$ cat config.mk
export PLATFORM = sky130hd
export DESIGN_NAME = player_ctrl_flat
export DESIGN_NICKNAME = d
export VERILOG_FILES = /design/src/rtl/player_ctrl_if.sv /design/src/rtl/player_ctrl.sv /design/src/flat_wrapper.sv
export SDC_FILE = /design/constraint.sdc
export NUM_CORES = 1
export LEC_CHECK = 0
export ABC_CLOCK_PERIOD_IN_PS = 2100
export BUFFER_PORTS_ARGS = -buffer_cell sky130_fd_sc_hd__buf_2
export CAP_MARGIN = 20
export CORE_UTILIZATION = 51
export CTS_CLUSTER_DIAMETER = 200
export DETAILED_ROUTE_END_ITERATION = 10
export GPL_TIMING_DRIVEN = 0
export PLACE_DENSITY_LB_ADDON = 0.15
export SYNTH_ARGS = -nofsm -noshare
export SYNTH_HDL_FRONTEND = slang
export SYNTH_SLANG_ARGS = --single-unit
export TNS_END_PERCENT = 50
$ cat constraint.sdc
create_clock -name clk -period 2.1 [get_ports clk]
set_input_delay 0.42 -clock clk [delete_from_list [all_inputs] [get_ports clk]]
set_output_delay 0.42 -clock clk [all_outputs]
set_load 0.005 [all_outputs]
$ cat src/rtl/player_ctrl_if.sv
// ============================================================================
//  Module   : player_ctrl_if
//  Purpose  : Button/transport bundle between a control source and player_ctrl.
//  Revision : 1.0  initial release
// ============================================================================
`default_nettype none

interface player_ctrl_if #(
    parameter int SEL_W     = 2,
    parameter int ELAPSED_W = 10
);
    logic                 start;
    logic                 stop;
    logic                 next;
    logic                 prev;
    logic                 tick;
    logic                 song_done;
    logic [1:0]           mode;

    logic                 play_enable;
    logic [SEL_W-1:0]     sel_song;
    logic                 song_restart;
    logic                 play_tick;
    logic [ELAPSED_W-1:0] elapsed;

    modport master (
        output start, stop, next, prev, tick, song_done, mode,
        input  play_enable, sel_song, song_restart, play_tick, elapsed
    );

    modport slave (
        input  start, stop, next, prev, tick, song_done, mode,
        output play_enable, sel_song, song_restart, play_tick, elapsed
    );
endinterface

`default_nettype wire

$ cat src/rtl/player_ctrl.sv
// ============================================================================
//  Module   : player_ctrl
//  Purpose  : Play/pause/idle transport control and song selection for the
//             tone player, with gated note tick and elapsed-tick counter.
//  Revision : 1.0  initial release
// ============================================================================
`default_nettype none

module player_ctrl #(
    parameter int NUM_SONGS = 3,
    parameter int SEL_W     = 2,
    parameter int ELAPSED_W = 10
) (
    input  wire logic      clk,
    input  wire logic      reset,
    player_ctrl_if.slave   bus
);

    typedef enum logic [1:0] {
        ST_IDLE  = 2'd0,
        ST_PLAY  = 2'd1,
        ST_PAUSE = 2'd2
    } state_t;

    localparam logic [1:0]       c_MODE_SINGLE     = 2'd0;
    localparam logic [1:0]       c_MODE_REPEAT_ONE = 2'd1;
    localparam logic [1:0]       c_MODE_SEQUENTIAL = 2'd2;
    localparam logic [1:0]       c_MODE_LOOP_ALL   = 2'd3;
    localparam logic [SEL_W-1:0] c_LAST_SONG       = SEL_W'(NUM_SONGS - 1);

    state_t                r_state;
    state_t                w_state_nxt;
    logic                  r_start_q;
    logic                  r_stop_q;
    logic                  r_next_q;
    logic                  r_prev_q;
    logic [SEL_W-1:0]      r_sel;
    logic [SEL_W-1:0]      w_sel_nxt;
    logic                  r_restart;
    logic                  w_restart_nxt;
    logic                  r_play_tick;
    logic                  w_play_tick_nxt;
    logic [ELAPSED_W-1:0]  r_elapsed;
    logic [ELAPSED_W-1:0]  w_elapsed_nxt;

    logic                  w_rise_start;
    logic                  w_rise_stop;
    logic                  w_rise_next;
    logic                  w_rise_prev;
    logic [SEL_W-1:0]      w_sel_inc;
    logic [SEL_W-1:0]      w_sel_dec;

    assign w_rise_start = bus.start & ~r_start_q;
    assign w_rise_stop  = bus.stop  & ~r_stop_q;
    assign w_rise_next  = bus.next  & ~r_next_q;
    assign w_rise_prev  = bus.prev  & ~r_prev_q;

    assign w_sel_inc = (r_sel == c_LAST_SONG) ? '0 : r_sel + SEL_W'(1);
    assign w_sel_dec = (r_sel == '0) ? c_LAST_SONG : r_sel - SEL_W'(1);

    // History regs reset high so a button held through reset release is not an event.
    always_ff @(posedge clk) begin
        if (reset) begin
            r_start_q <= 1'b1;
            r_stop_q  <= 1'b1;
            r_next_q  <= 1'b1;
            r_prev_q  <= 1'b1;
        end else begin
            r_start_q <= bus.start;
            r_stop_q  <= bus.stop;
            r_next_q  <= bus.next;
            r_prev_q  <= bus.prev;
        end
    end

    always_ff @(posedge clk) begin
        if (reset) begin
            r_state     <= ST_IDLE;
            r_sel       <= '0;
            r_restart   <= 1'b0;
            r_play_tick <= 1'b0;
            r_elapsed   <= '0;
        end else begin
            r_state     <= w_state_nxt;
            r_sel       <= w_sel_nxt;
            r_restart   <= w_restart_nxt;
            r_play_tick <= w_play_tick_nxt;
            r_elapsed   <= w_elapsed_nxt;
        end
    end

    // Only the highest-priority event acts; a simultaneous next+prev consumes the slot as a no-op.
    always_comb begin
        w_state_nxt   = r_state;
        w_sel_nxt     = r_sel;
        w_restart_nxt = 1'b0;

        if (w_rise_stop) begin
            w_state_nxt   = ST_IDLE;
            w_restart_nxt = 1'b1;
        end else if (w_rise_start) begin
            case (r_state)
                ST_IDLE: begin
                    w_state_nxt   = ST_PLAY;
                    w_restart_nxt = 1'b1;
                end
                ST_PLAY:  w_state_nxt = ST_PAUSE;
                ST_PAUSE: w_state_nxt = ST_PLAY;
                default:  w_state_nxt = ST_IDLE;
            endcase
        end else if (w_rise_next || w_rise_prev) begin
            if (w_rise_next && !w_rise_prev) begin
                w_sel_nxt     = w_sel_inc;
                w_restart_nxt = 1'b1;
            end else if (w_rise_prev && !w_rise_next) begin
                w_sel_nxt     = w_sel_dec;
                w_restart_nxt = 1'b1;
            end
        end else if (bus.song_done && (r_state == ST_PLAY)) begin
            w_restart_nxt = 1'b1;
            case (bus.mode)
                c_MODE_SINGLE:     w_state_nxt = ST_IDLE;
                c_MODE_REPEAT_ONE: w_state_nxt = ST_PLAY;
                c_MODE_SEQUENTIAL: begin
                    if (r_sel == c_LAST_SONG) begin
                        w_state_nxt = ST_IDLE;
                        w_sel_nxt   = '0;
                    end else begin
                        w_sel_nxt   = w_sel_inc;
                    end
                end
                c_MODE_LOOP_ALL:   w_sel_nxt = w_sel_inc;
                default:           w_state_nxt = ST_IDLE;
            endcase
        end
    end

    // A tick counts only if we are playing now and remain playing after this edge.
    always_comb begin
        w_play_tick_nxt = bus.tick && (r_state == ST_PLAY) && (w_state_nxt == ST_PLAY);
        w_elapsed_nxt   = r_elapsed;
        if (w_restart_nxt) begin
            w_elapsed_nxt = '0;
        end else if (w_play_tick_nxt && !(&r_elapsed)) begin
            w_elapsed_nxt = r_elapsed + ELAPSED_W'(1);
        end
    end

    assign bus.play_enable  = (r_state == ST_PLAY);
    assign bus.sel_song     = r_sel;
    assign bus.song_restart = r_restart;
    assign bus.play_tick    = r_play_tick;
    assign bus.elapsed      = r_elapsed;

endmodule

`default_nettype wire

$ cat src/flat_wrapper.sv
// flat-port wrapper written by rule: the top's interface ports become plain ports
module player_ctrl_flat 
#(
    parameter int NUM_SONGS = 3,
    parameter int SEL_W     = 2,
    parameter int ELAPSED_W = 10
)
  (clk, reset, bus_start, bus_stop, bus_next, bus_prev, bus_tick, bus_song_done, bus_mode, bus_play_enable, bus_sel_song, bus_song_restart, bus_play_tick, bus_elapsed);
  player_ctrl_if #(.SEL_W(SEL_W), .ELAPSED_W(ELAPSED_W)) bus_i ();
  input  wire logic clk;
  input  wire logic reset;
  input wire logic [$bits(bus_i.start)-1:0] bus_start;
  input wire logic [$bits(bus_i.stop)-1:0] bus_stop;
  input wire logic [$bits(bus_i.next)-1:0] bus_next;
  input wire logic [$bits(bus_i.prev)-1:0] bus_prev;
  input wire logic [$bits(bus_i.tick)-1:0] bus_tick;
  input wire logic [$bits(bus_i.song_done)-1:0] bus_song_done;
  input wire logic [$bits(bus_i.mode)-1:0] bus_mode;
  output wire logic [$bits(bus_i.play_enable)-1:0] bus_play_enable;
  output wire logic [$bits(bus_i.sel_song)-1:0] bus_sel_song;
  output wire logic [$bits(bus_i.song_restart)-1:0] bus_song_restart;
  output wire logic [$bits(bus_i.play_tick)-1:0] bus_play_tick;
  output wire logic [$bits(bus_i.elapsed)-1:0] bus_elapsed;
  assign bus_i.start = bus_start;
  assign bus_i.stop = bus_stop;
  assign bus_i.next = bus_next;
  assign bus_i.prev = bus_prev;
  assign bus_i.tick = bus_tick;
  assign bus_i.song_done = bus_song_done;
  assign bus_i.mode = bus_mode;
  assign bus_play_enable = bus_i.play_enable;
  assign bus_sel_song = bus_i.sel_song;
  assign bus_song_restart = bus_i.song_restart;
  assign bus_play_tick = bus_i.play_tick;
  assign bus_elapsed = bus_i.elapsed;
  player_ctrl #(.NUM_SONGS(NUM_SONGS), .SEL_W(SEL_W), .ELAPSED_W(ELAPSED_W)) u_core (.clk(clk), .reset(reset), .bus(bus_i));
endmodule
# Yosys cells after proc, flatten, opt, wreduce, memory -nomap -nowiden
# Cells that the tools add are included.
[totals]
ff_bits = 20
latchBits = 0
ramBits = 0
rom_bits = 0
out_inout_bits = 15
n_memories = 0
[op_classes]
n_addsub = 3
multipliers = 0
div_mod_pow = 0
order_cmp = 0
eq_ne = 8
n_shift = 0
muxes = 22
n_bitwise = 10
reduce_logical = 19
[op_table]
columns = ["cell", "n"]
rows = [
  ["2-to-1 mux 2 bit", 12],
  ["adder 10 x 1 -> 10 bit (second input constant)", 1],
  ["AND reduction 10 bit", 1],
  ["equality test 2 bit (second input constant)", 4],
  ["case mux 2 bit (2 select lines)", 2],
  ["2-to-1 mux 1 bit", 7],
  ["equality test 2 x 1 -> 1 bit (second input constant)", 3],
  ["logical AND 1 bit", 6],
  ["logical NOT 2 bit", 3],
  ["NOT 1 bit", 6],
  ["case mux 2 bit (3 select lines)", 1],
  ["AND reduction 5 bit", 1],
  ["bitwise AND 1 bit", 4],
  ["OR reduction 2 bit", 2],
  ["logical NOT 1 bit", 3],
  ["!= test 3 bit (second input constant)", 1],
  ["nonzero test 3 bit", 1],
  ["adder 2 x 1 -> 2 bit (second input constant)", 1],
  ["nonzero test 2 bit", 1],
  ["subtractor 2 x 1 -> 2 bit (second input constant)", 1],
  ["logical OR 1 bit", 1],
]

# Depth between registers and ports, before layout
# Gate-level depths: netlist of run 1.
[depth]
ltp_word = 10
depth_mapped = 8

# Least setup slack after synthesis of run 1
# OpenSTA, ideal clock, no wires.
[synth_timing]
kind = "input to register"
start = "input bus_next"
end = "register u_core.r_elapsed[9] (netlist: u_core.bus.elapsed[9])"
setup_ps = 71
t_arrival_ps = 1681
required_ps = 2029
path_slack_ps = 348
cell_stages = 7
path_buffers = 0
path_cell_list = "nand2b_1 > ha_1 > nand4b_1 > a211o_2 > nand3_4 > or4_1 > a21oi_1"
[synth_between]
elab_chain_len = 9
word_cells_on_any_way = 17
cone_classes = "eq/ne (1); mux (8); bitwise (1); reduce/logical (7)"
[synth_rtl]
columns = ["element", "line_no", "text"]
rows = [
  ["from (decl)", "flat_wrapper.sv:14", "input wire logic [$bits(bus_i.next)-1:0] bus_next;"],
  ["bitwise AND 1 bit *", "player_ctrl.sv:55", "assign w_rise_next = bus.next & ~r_next_q;"],
  ["logical NOT 1 bit", "player_ctrl.sv:115", "end else if (w_rise_prev && !w_rise_next) begin"],
  ["logical AND 1 bit", "player_ctrl.sv:115", ""],
  ["2-to-1 mux 1 bit", "player_ctrl.sv:115", ""],
  ["2-to-1 mux 1 bit", "player_ctrl.sv:112", "if (w_rise_next && !w_rise_prev) begin"],
  ["2-to-1 mux 1 bit", "player_ctrl.sv:111", "end else if (w_rise_next || w_rise_prev) begin"],
  ["2-to-1 mux 1 bit", "player_ctrl.sv:101", "end else if (w_rise_start) begin"],
  ["2-to-1 mux 1 bit", "player_ctrl.sv:98", "if (w_rise_stop) begin"],
  ["OR reduction 2 bit (no line)", "--", ""],
  ["to (signal assigned)", "player_ctrl.sv:88", "r_elapsed <= w_elapsed_nxt;"],
  ["to (decl)", "player_ctrl.sv:43", "logic [ELAPSED_W-1:0] r_elapsed;"],
]
# Mark *: on every way between the ends. The rest lies on a longest branch, timed or not.
# A chain may end at the register's enable or synchronous reset.

# Final worst setup path of run 1
[layout_timing]
start = "register u_core.r_next_q"
end = "register u_core.r_elapsed[9] (netlist: u_core.bus.elapsed[9])"
[layout_between]
elab_chain_len = 10
word_cells_on_any_way = 18
cone_classes = "eq/ne (1); mux (8); bitwise (2); reduce/logical (7)"
[layout_rtl]
columns = ["element", "line_no", "text"]
rows = [
  ["from (decl)", "player_ctrl.sv:35", "logic r_next_q;"],
  ["from (signal assigned)", "player_ctrl.sv:71", "r_next_q <= bus.next;"],
  ["NOT 1 bit *", "player_ctrl.sv:55", ""],
  ["bitwise AND 1 bit *", "player_ctrl.sv:55", ""],
  ["logical NOT 1 bit", "player_ctrl.sv:115", ""],
  ["logical AND 1 bit", "player_ctrl.sv:115", ""],
  ["2-to-1 mux 1 bit", "player_ctrl.sv:115", ""],
  ["2-to-1 mux 1 bit", "player_ctrl.sv:112", ""],
  ["2-to-1 mux 1 bit", "player_ctrl.sv:111", ""],
  ["2-to-1 mux 1 bit", "player_ctrl.sv:101", ""],
  ["2-to-1 mux 1 bit", "player_ctrl.sv:98", ""],
  ["OR reduction 2 bit (no line)", "--", ""],
]
# Marks and branches as above.

==> results.yml, run 1 <==
detailed_routing:
  vias: 861
  drt_iter0_drc: 16
  routedWlPerCell_um: 11.5
  final_antenna_net_count: 0
  drt_pass1_iterations: 4
  drcViolationCount: 0
  wl_um: 1900
  vias_per_cell: 5.22
clock_tree:
  cts_sinks: 20
  clock_latency_ns: 0.30
  holdBufCountCts: 0
  cts_resized: 0
  cts-root-buf: "clkbuf_4"
  path_clk_slew_ns: 0.11
  clock_path_buffers: 2
  cts_inserted_buffers: 3
  cts_tree: "yes"
  post-cts-setup-buffers: 0
  htree_levels: 1
logic_synthesis:
  synth_cells: 112
  yosysWarnings: 0
  synth_xor_xnor_area_share_pct: 2.66
  synth_compound_area_share_pct: 12.5
  ys_ff_latch: 20
  syn-cell-area_um2: 987
  synth_nets: 128
  syn_area_per_cell_um2: 8.81
  yosys.area_share.simple_pct: 31.1
  async_flop_share_pct: 0
  synth.yosys.seq_area_share_pct: 40.6
  synth_fa_ha_area_share_pct: 7.60
  synthFlopType: "dfxtp_1"
  synth_top_family_by_area: "simple AND/OR/NAND/NOR gates"
  ys_types: 33
  synth_mux_area_share_pct: 2.03
  synth_edf_count: 0
pwr:
  clkPwrFrac_pct: 40.1
  p_total_uw: 766
  max-vdd-ir-drop_v: 0.000494
  seqPwrFrac_pct: 51.3
  leakagePower_uw: 0.000506
  p_comb_share_pct: 8.6
  power.density_nw_per_um2: 643
  power_switching_uw: 154
  internal_power_uw: 612
  switching_share_pct: 20.1
setup_path:
  crit_path_max_fanout: 7
  cp.required_ns: 2.33
  crit_type: "reg2reg"
  arrival_ns: 2.06
  endpoint_kind: "flop"
  critPathLaunchType: "flop"
final_layout:
  diodes: 0
  instances_no_fill: 165
  fin_nets: 157
  final_common_cell: "buf_2"
  layout_common_cells: "buf_2 (25), dfxtp_1 (20), nor2_1 (9)"
  drive_gt1_share_pct: 27.1
  area_delta_synth_final_pct: 20.7
place:
  numPortBuffers: 24
  dp_slack_ns: 0.0650
  gp_congestion: 0.730
  dpl.cell_count: 161
  post-dp-hpwl_um: 1420
global_routing:
  grt_max_degree: 13
  grt_util_all_layers_pct: 21.9
  antenna_found_initial: 0
  grt_pass1_wl_um: 3380
  grt_pass1_vias: 803
  overflow: 0
timing:
  report.final.setup_viol: 0
  grt_setup_unrepaired: "false"
  fin_ws_ns: 0.265
  tightest_slew_ns: 0.448
  max-slew-margin-rel_pct: 70.1
  hold_violations: 0
  skew_ns: 0.00802
  post-route-period-util_pct: 87.4
  slew_violations: 0
  setup-tns-final_ns: 0
  fmax_ghz: 0.545
  final.min_clock_period_ns: 1.84
status:
  status: "finished, final reports clean"
floorplan:
  die_h_um: 46.0
  die_area_um2: 2120
  die_x_um: 46.0
  ios: 25
  coreArea_um2: 1760
  rows: 15
  initial_core_util_pct: 56.0
job:
  maxCapViolations: 0
worst_hold_path:
  holdCritPathClass: "in2reg"
registers in the layout (all words and copies together), names as in the netlist:
name and count:
u_core.r_state 2, u_core.r_stop_q 1, u_core.bus.play_tick 1, u_core.r_start_q 1, u_core.bus.sel_song 2, u_core.bus.song_restart 1, u_core.r_next_q 1, u_core.r_prev_q 1
u_core.bus.elapsed 10
metal layers:
metal	GRT usage [%]	wire (um)
met5	0	0
met4	4.12	0
met3	6.35	81
met2	37.7	921
met1	27.1	892
layout make-up:
type | instances | area (um2)
Inverter | 5 | 18.8
Clock buffer | 3 | 22.5
Fill cell | 163 | 573
Tap cell | 25 | 31.3
Sequential cell | 20 | 400
Clock inverter | 1 | 30.0
Multi-Input combinational cell | 84 | 552
Timing Repair Buffer | 24 | 120
Buffer | 3 | 16.3
worst max-delay path: stages, from the launching register on:
cell	delay (ns)
dfxtp_1	0.31
nand2b_1	0.15
ha_1	0.27
nand4b_1	0.15
a211o_2	0.16
nand3_4	0.09
or4_1	0.50
a21oi_1	0.15
logic make-up (layout without fill, tap and decap cells):
kind of cell | Yosys count | after routing
XOR/XNOR | 3 | 3
flip-flops | 20 | 20
buffers and inverters | 8 | 36
adder cells (fa/ha/maj) | 6 | 6
multiplexers | 2 | 2
AND/OR/NAND/NOR | 52 | 52
AO/OA/AOI/OAI | 21 | 21
per-stage QoR:
stage | util [%] | hold WS, ns | area (um2)
2_1_floorplan | - | 0.477 | 987
3_3_place_gp | 64.5 | 0.481 | 1140
3_5_place_dp | 64.5 | 0.485 | 1140
4_1_cts | 67.5 | 0.298 | 1190
5_1_grt | 67.5 | 0.306 | 1190
6_report | 67.5 | 0.311 | 1190
cells in the mapped netlist, drive strengths merged (2+ instances only):
cell type	instances	area, um2
o31ai	2	15.0
nand4	5	31.3
xor2	2	17.5
a21oi	8	40.0
inv	5	18.8
and4	2	20.0
nor2	9	33.8
o21ai	8	40.0
or3	5	31.3
nand2b	7	43.8
or4	2	15.0
dfxtp	20	400
or2	4	25.0
mux2i	2	20.0
buf	2	12.5
ha	6	75.1
nand2	8	30.0
nand3	3	27.5
path summary, 6_finish.rpt:
path                           end  slack (ns)  depth (start not counted)                   from
max          u_core.bus.elapsed[9]        0.26                          7        u_core.r_next_q
max reg2reg  u_core.bus.elapsed[9]        0.26                          7        u_core.r_next_q
min               u_core.r_start_q        0.31                          2              bus_start
min reg2reg  u_core.bus.elapsed[5]        0.51                          2  u_core.bus.elapsed[5]
power by group through the flow:
| stage | clock (uW) | combinational, uW | sequential, uW |
|---|---|---|---|
| final | 307 | 66.0 | 393 |
| after CTS | 319 | 67.2 | 393 |
| after global routing | 326 | 76.4 | 394 |
| after floorplan | 0 | 40.9 | 401 |
| after detailed placement | 0 | 65.9 | 402 |
| after global placement | 0 | 63.7 | 401 |
No activity file was read; power rests on OpenSTA's default activity.
==> run 2, diff against run 1 <==
- ABC_CLOCK_PERIOD_IN_PS: 2100 -> 1850
- clock period: 2.1 -> 1.85 ns (I/O delays scaled with it)
==> results.yml, run 2 (synthesis gave the netlist of run 1 again) <==
global_routing:
  grt_pass1_wl_um: 3390
  grt_util_all_layers_pct: 22.0
  grt_pass1_vias: 806
  overflow: 0
  antenna_found_initial: 0
  grt_max_degree: 13
pwr:
  power.density_nw_per_um2: 720
  p_total_uw: 878
  max-vdd-ir-drop_v: 0.000553
  leakagePower_uw: 0.000524
setup_path:
  arrival_ns: 1.93
  worst_path_largest_cell_delay_ns: 0.38
  worstPathBufferInverterCount: 1
  critPathTopFamily: "simple AND/OR/NAND/NOR gates"
  cp_num_cells: 8
  crit_path_max_fanout: 10
  critPathLaunchType: "flop"
  path_cells: "nand2b_4 -> ha_4 -> nand4b_1 -> a211o_2 -> nand3_4 -> buf_4 -> xor2_1 -> nor2_1"
  r2r_slack_ns: 0.11
  slowest_stage: "a211o_2"
  rr_worst_depth: 8
  endpoint_kind: "flop"
  crit_type: "reg2reg"
  cp.required_ns: 2.04
job:
  maxCapViolations: 0
worst_hold_path:
  holdCritPathClass: "in2reg"
  min_path_cells: 2
final_layout:
  fin_nets: 157
  fin_area_um2: 1220
  drive_gt1_share_pct: 30.0
  diodes: 0
  area_delta_synth_final_pct: 23.6
  layout_common_cells: "buf_2 (25), dfxtp_1 (19), nor2_1 (9)"
  largest_reg_flops: 10
  final_common_cell: "buf_2"
  instances_no_fill: 165
detailed_routing:
  vias_per_cell: 5.28
  wl_met3_um: 81
  drt_pass1_iterations: 4
  met2_length_um: 981
  detail_route.wirelength.met1_um: 900
  vias: 871
  route.top_layer_used: "met3"
  final_antenna_net_count: 0
  routedWlPerCell_um: 11.9
  drcViolationCount: 0
  drt_iter0_drc: 19
  wl_um: 1960
floorplan:
  initial_core_util_pct: 56.0
  rows: 15
  ios: 25
  die_h_um: 46.0
  die_area_um2: 2120
  coreArea_um2: 1760
  die_x_um: 46.0
timing:
  fin_ws_ns: 0.106
  tightest_slew_ns: 0.448
  hold_violations: 0
  final.min_clock_period_ns: 1.74
  max-slew-margin-rel_pct: 70.1
  slew_violations: 0
  post-route-period-util_pct: 94.3
  fmax_ghz: 0.573
  skew_ns: 0.00750
  report.final.setup_viol: 0
place:
  post-dp-hpwl_um: 1420
  gp_congestion: 0.730
  dp_slack_ns: -0.135
  numPortBuffers: 24
  dpl.cell_count: 161
  placed_area_um2: 1140
clock_tree:
  holdBufCountCts: 0
  htree_levels: 1
  cts_inserted_buffers: 3
  clock_path_buffers: 2
  cts_sinks: 20
  cts_tree: "yes"
  clock_latency_ns: 0.30
  cts-root-buf: "clkbuf_4"
  path_clk_slew_ns: 0.11
status:
  status: "finished, final reports clean"
run 2: cell type report:
class	instances	area [um2]
plain buffers	3	16.3
clock buffers	3	22.5
clock inverters	1	30.0
fillers	161	544
inverters	5	18.8
multi-input cells	84	579
flip-flops and latches	20	402
well taps	25	31.3
repair buffers	24	120
run 2: timing repair:
action,CTS,global route
setup buffers,0,0
resized for setup,1,4
pin swaps,0,2
setup endpoints to repair,1,10
run 2: path summary, 6_finish.rpt:
path | to | startpoint
hold / removal | u_core.r_start_q | bus_start
setup / recovery | u_core.bus.elapsed[0] | u_core.r_next_q
setup reg to reg | u_core.bus.elapsed[0] | u_core.r_next_q
hold reg to reg | u_core.bus.elapsed[5] | u_core.bus.elapsed[5]
run 2: report_power, final:
part,switching (uW),internal [uW]
Combinational,43.5,39.1
Sequential,5.74,441
Clock,130,219
Total,179,699
run 2: worst reg2reg max path, cell delays in order (launching register included):
cell and delay [ns]:
dfxtp_1 0.33, nand2b_4 0.14, ha_4 0.16, nand4b_1 0.12
a211o_2 0.38, nand3_4 0.09, buf_4 0.18, xor2_1 0.19
nor2_1 0.05
run 2: routing by layer:
layer	vias up	GRT usage [%]
met2	18	38.0
li1	456	-
met4	0	4.12
met5	-	0
met3	0	6.35
met1	397	27.1
run 2: through the flow:
stage | util (%) | TNS (ns) | hold slack (ns)
after floorplan | - | 0 | 0.439
after global placement | 64.5 | -0.205 | 0.481
after detailed placement | 64.5 | -0.713 | 0.485
after CTS | 67.7 | 0 | 0.248
after global routing | 69.1 | -0.00250 | 0.256
final | 69.1 | 0 | 0.261
==> run 3, diff against run 2 <==
- PLACE_DENSITY_LB_ADDON: 0.15 -> 0.3
==> results.yml, run 3 (synthesis gave the netlist of run 1 again) <==
global_routing:
  antenna_found_initial: 0
  top_usage_layer: "met2"
  use_met3_pct: 6.75
  grt_pass1_vias: 734
  grt_max_degree: 12
  grt_pass1_wl_um: 3120
  grt_util_met2_pct: 31.8
  grt_util_all_layers_pct: 21.1
  use_met1_pct: 25.7
  overflow: 0
detailed_routing:
  drt_pass1_iterations: 4
  vias_per_cell: 5.41
  vias: 892
  routedWlPerCell_um: 12.6
  final_antenna_net_count: 0
  wl_um: 2090
  drt_iter0_drc: 17
  drcViolationCount: 0
floorplan:
  die_x_um: 46.0
  initial_core_util_pct: 56.0
  coreArea_um2: 1760
  die_area_um2: 2120
  ios: 25
  rows: 15
  die_h_um: 46.0
final_layout:
  final_common_cell: "buf_2"
  instances_no_fill: 165
  drive_gt1_share_pct: 32.1
  largest_reg_flops: 10
  fin_nets: 157
  layout_common_cells: "buf_2 (25), dfxtp_1 (20), nor2_1 (9)"
  area_delta_synth_final_pct: 23.2
  diodes: 0
setup_path:
  rr_startpoint: "u_core.r_next_q"
  critPathLaunchType: "flop"
  cp.required_ns: 2.09
  path_cells: "nand2b_2 -> ha_4 -> nand4b_1 -> a211o_2 -> nand3_4 -> buf_6 -> or3_1 -> a21oi_1"
  crit_path_max_fanout: 10
  critical_path.startpoint: "u_core.r_next_q"
  slowest_stage: "or3_1"
  worst_path_largest_cell_delay_ns: 0.34
  critPathTopFamily: "simple AND/OR/NAND/NOR gates"
  arrival_ns: 2.01
  crit_type: "reg2reg"
  endpoint_kind: "flop"
  worstPathBufferInverterCount: 1
worst_hold_path:
  min_from: "bus_stop"
  holdCritPathClass: "in2reg"
timing:
  post-route-period-util_pct: 95.7
  max-slew-margin-rel_pct: 70.3
  setup-tns-final_ns: 0
  fmax_ghz: 0.565
  fin_hold_ws_ns: 0.261
  report.final.setup_viol: 0
  slew_violations: 0
  final.min_clock_period_ns: 1.77
  skew_ns: 0.00343
  fin_ws_ns: 0.0797
  tightest_slew_ns: 0.445
  hold_violations: 0
clock_tree:
  clock_latency_ns: 0.30
  holdBufCountCts: 0
  path_clk_slew_ns: 0.11
  cts_sinks: 20
  htree_levels: 1
  clock_path_buffers: 2
  cts_inserted_buffers: 3
  cts-root-buf: "clkbuf_4"
  cts_tree: "yes"
pwr:
  power_switching_uw: 186
  power.density_nw_per_um2: 647
  internal_power_uw: 601
  switching_share_pct: 23.6
  seqPwrFrac_pct: 56.7
  max-vdd-ir-drop_v: 0.000639
  clkPwrFrac_pct: 32.4
  p_total_uw: 787
  p_comb_share_pct: 10.8
  leakagePower_uw: 0.000515
place:
  dp_slack_ns: -0.117
  dpl.cell_count: 161
  post-dp-hpwl_um: 1420
  numPortBuffers: 24
  gp_congestion: 0.755
job:
  maxCapViolations: 0
status:
  status: "finished, final reports clean"
run 3: worst paths after layout:
path,depth (start not counted),endpoint,slack (ns)
setup / recovery,8,u_core.bus.elapsed[7],0.08
hold / removal,2,u_core.r_stop_q,0.26
setup reg to reg,8,u_core.bus.elapsed[7],0.08
hold reg to reg,2,u_core.bus.elapsed[5],0.50
run 3: final cells by class:
| cell class | instances | area, um2 |
|---|---|---|
| plain buffers | 2 | 16.3 |
| clock buffers | 4 | 36.3 |
| fillers | 163 | 548 |
| inverters | 5 | 18.8 |
| multi-input cells | 84 | 586 |
| flip-flops and latches | 20 | 400 |
| well taps | 25 | 31.3 |
| repair buffers | 25 | 128 |
run 3: through the flow:
stage / cell area, um2 / util [%]
floorplan: 987 / -
global placement: 1140 / 64.5
detailed placement: 1140 / 64.5
CTS: 1180 / 66.7
global route: 1220 / 68.9
finish: 1220 / 68.9
run 3: power by group through the flow:
stage	Combinational, uW	Clock, uW	Sequential [uW]
floorplan	46.4	0	456
global placement	72.4	0	455
global route	93.7	284	448
CTS	76.2	264	446
finish	85.1	255	446
detailed placement	75.0	0	456
run 3: what timing repair did:
item / in CTS / in global routing
pin swaps: 0 / 5
endpoints found under the setup margin: 3 / 8
resized for setup: 1 / 7
setup buffers: 0 / 1
run 3: per-layer routing:
metal	vias up	routed length, um
met3	8	95
li1	453	-
met5	-	0
met4	0	76
met2	22	934
met1	409	979
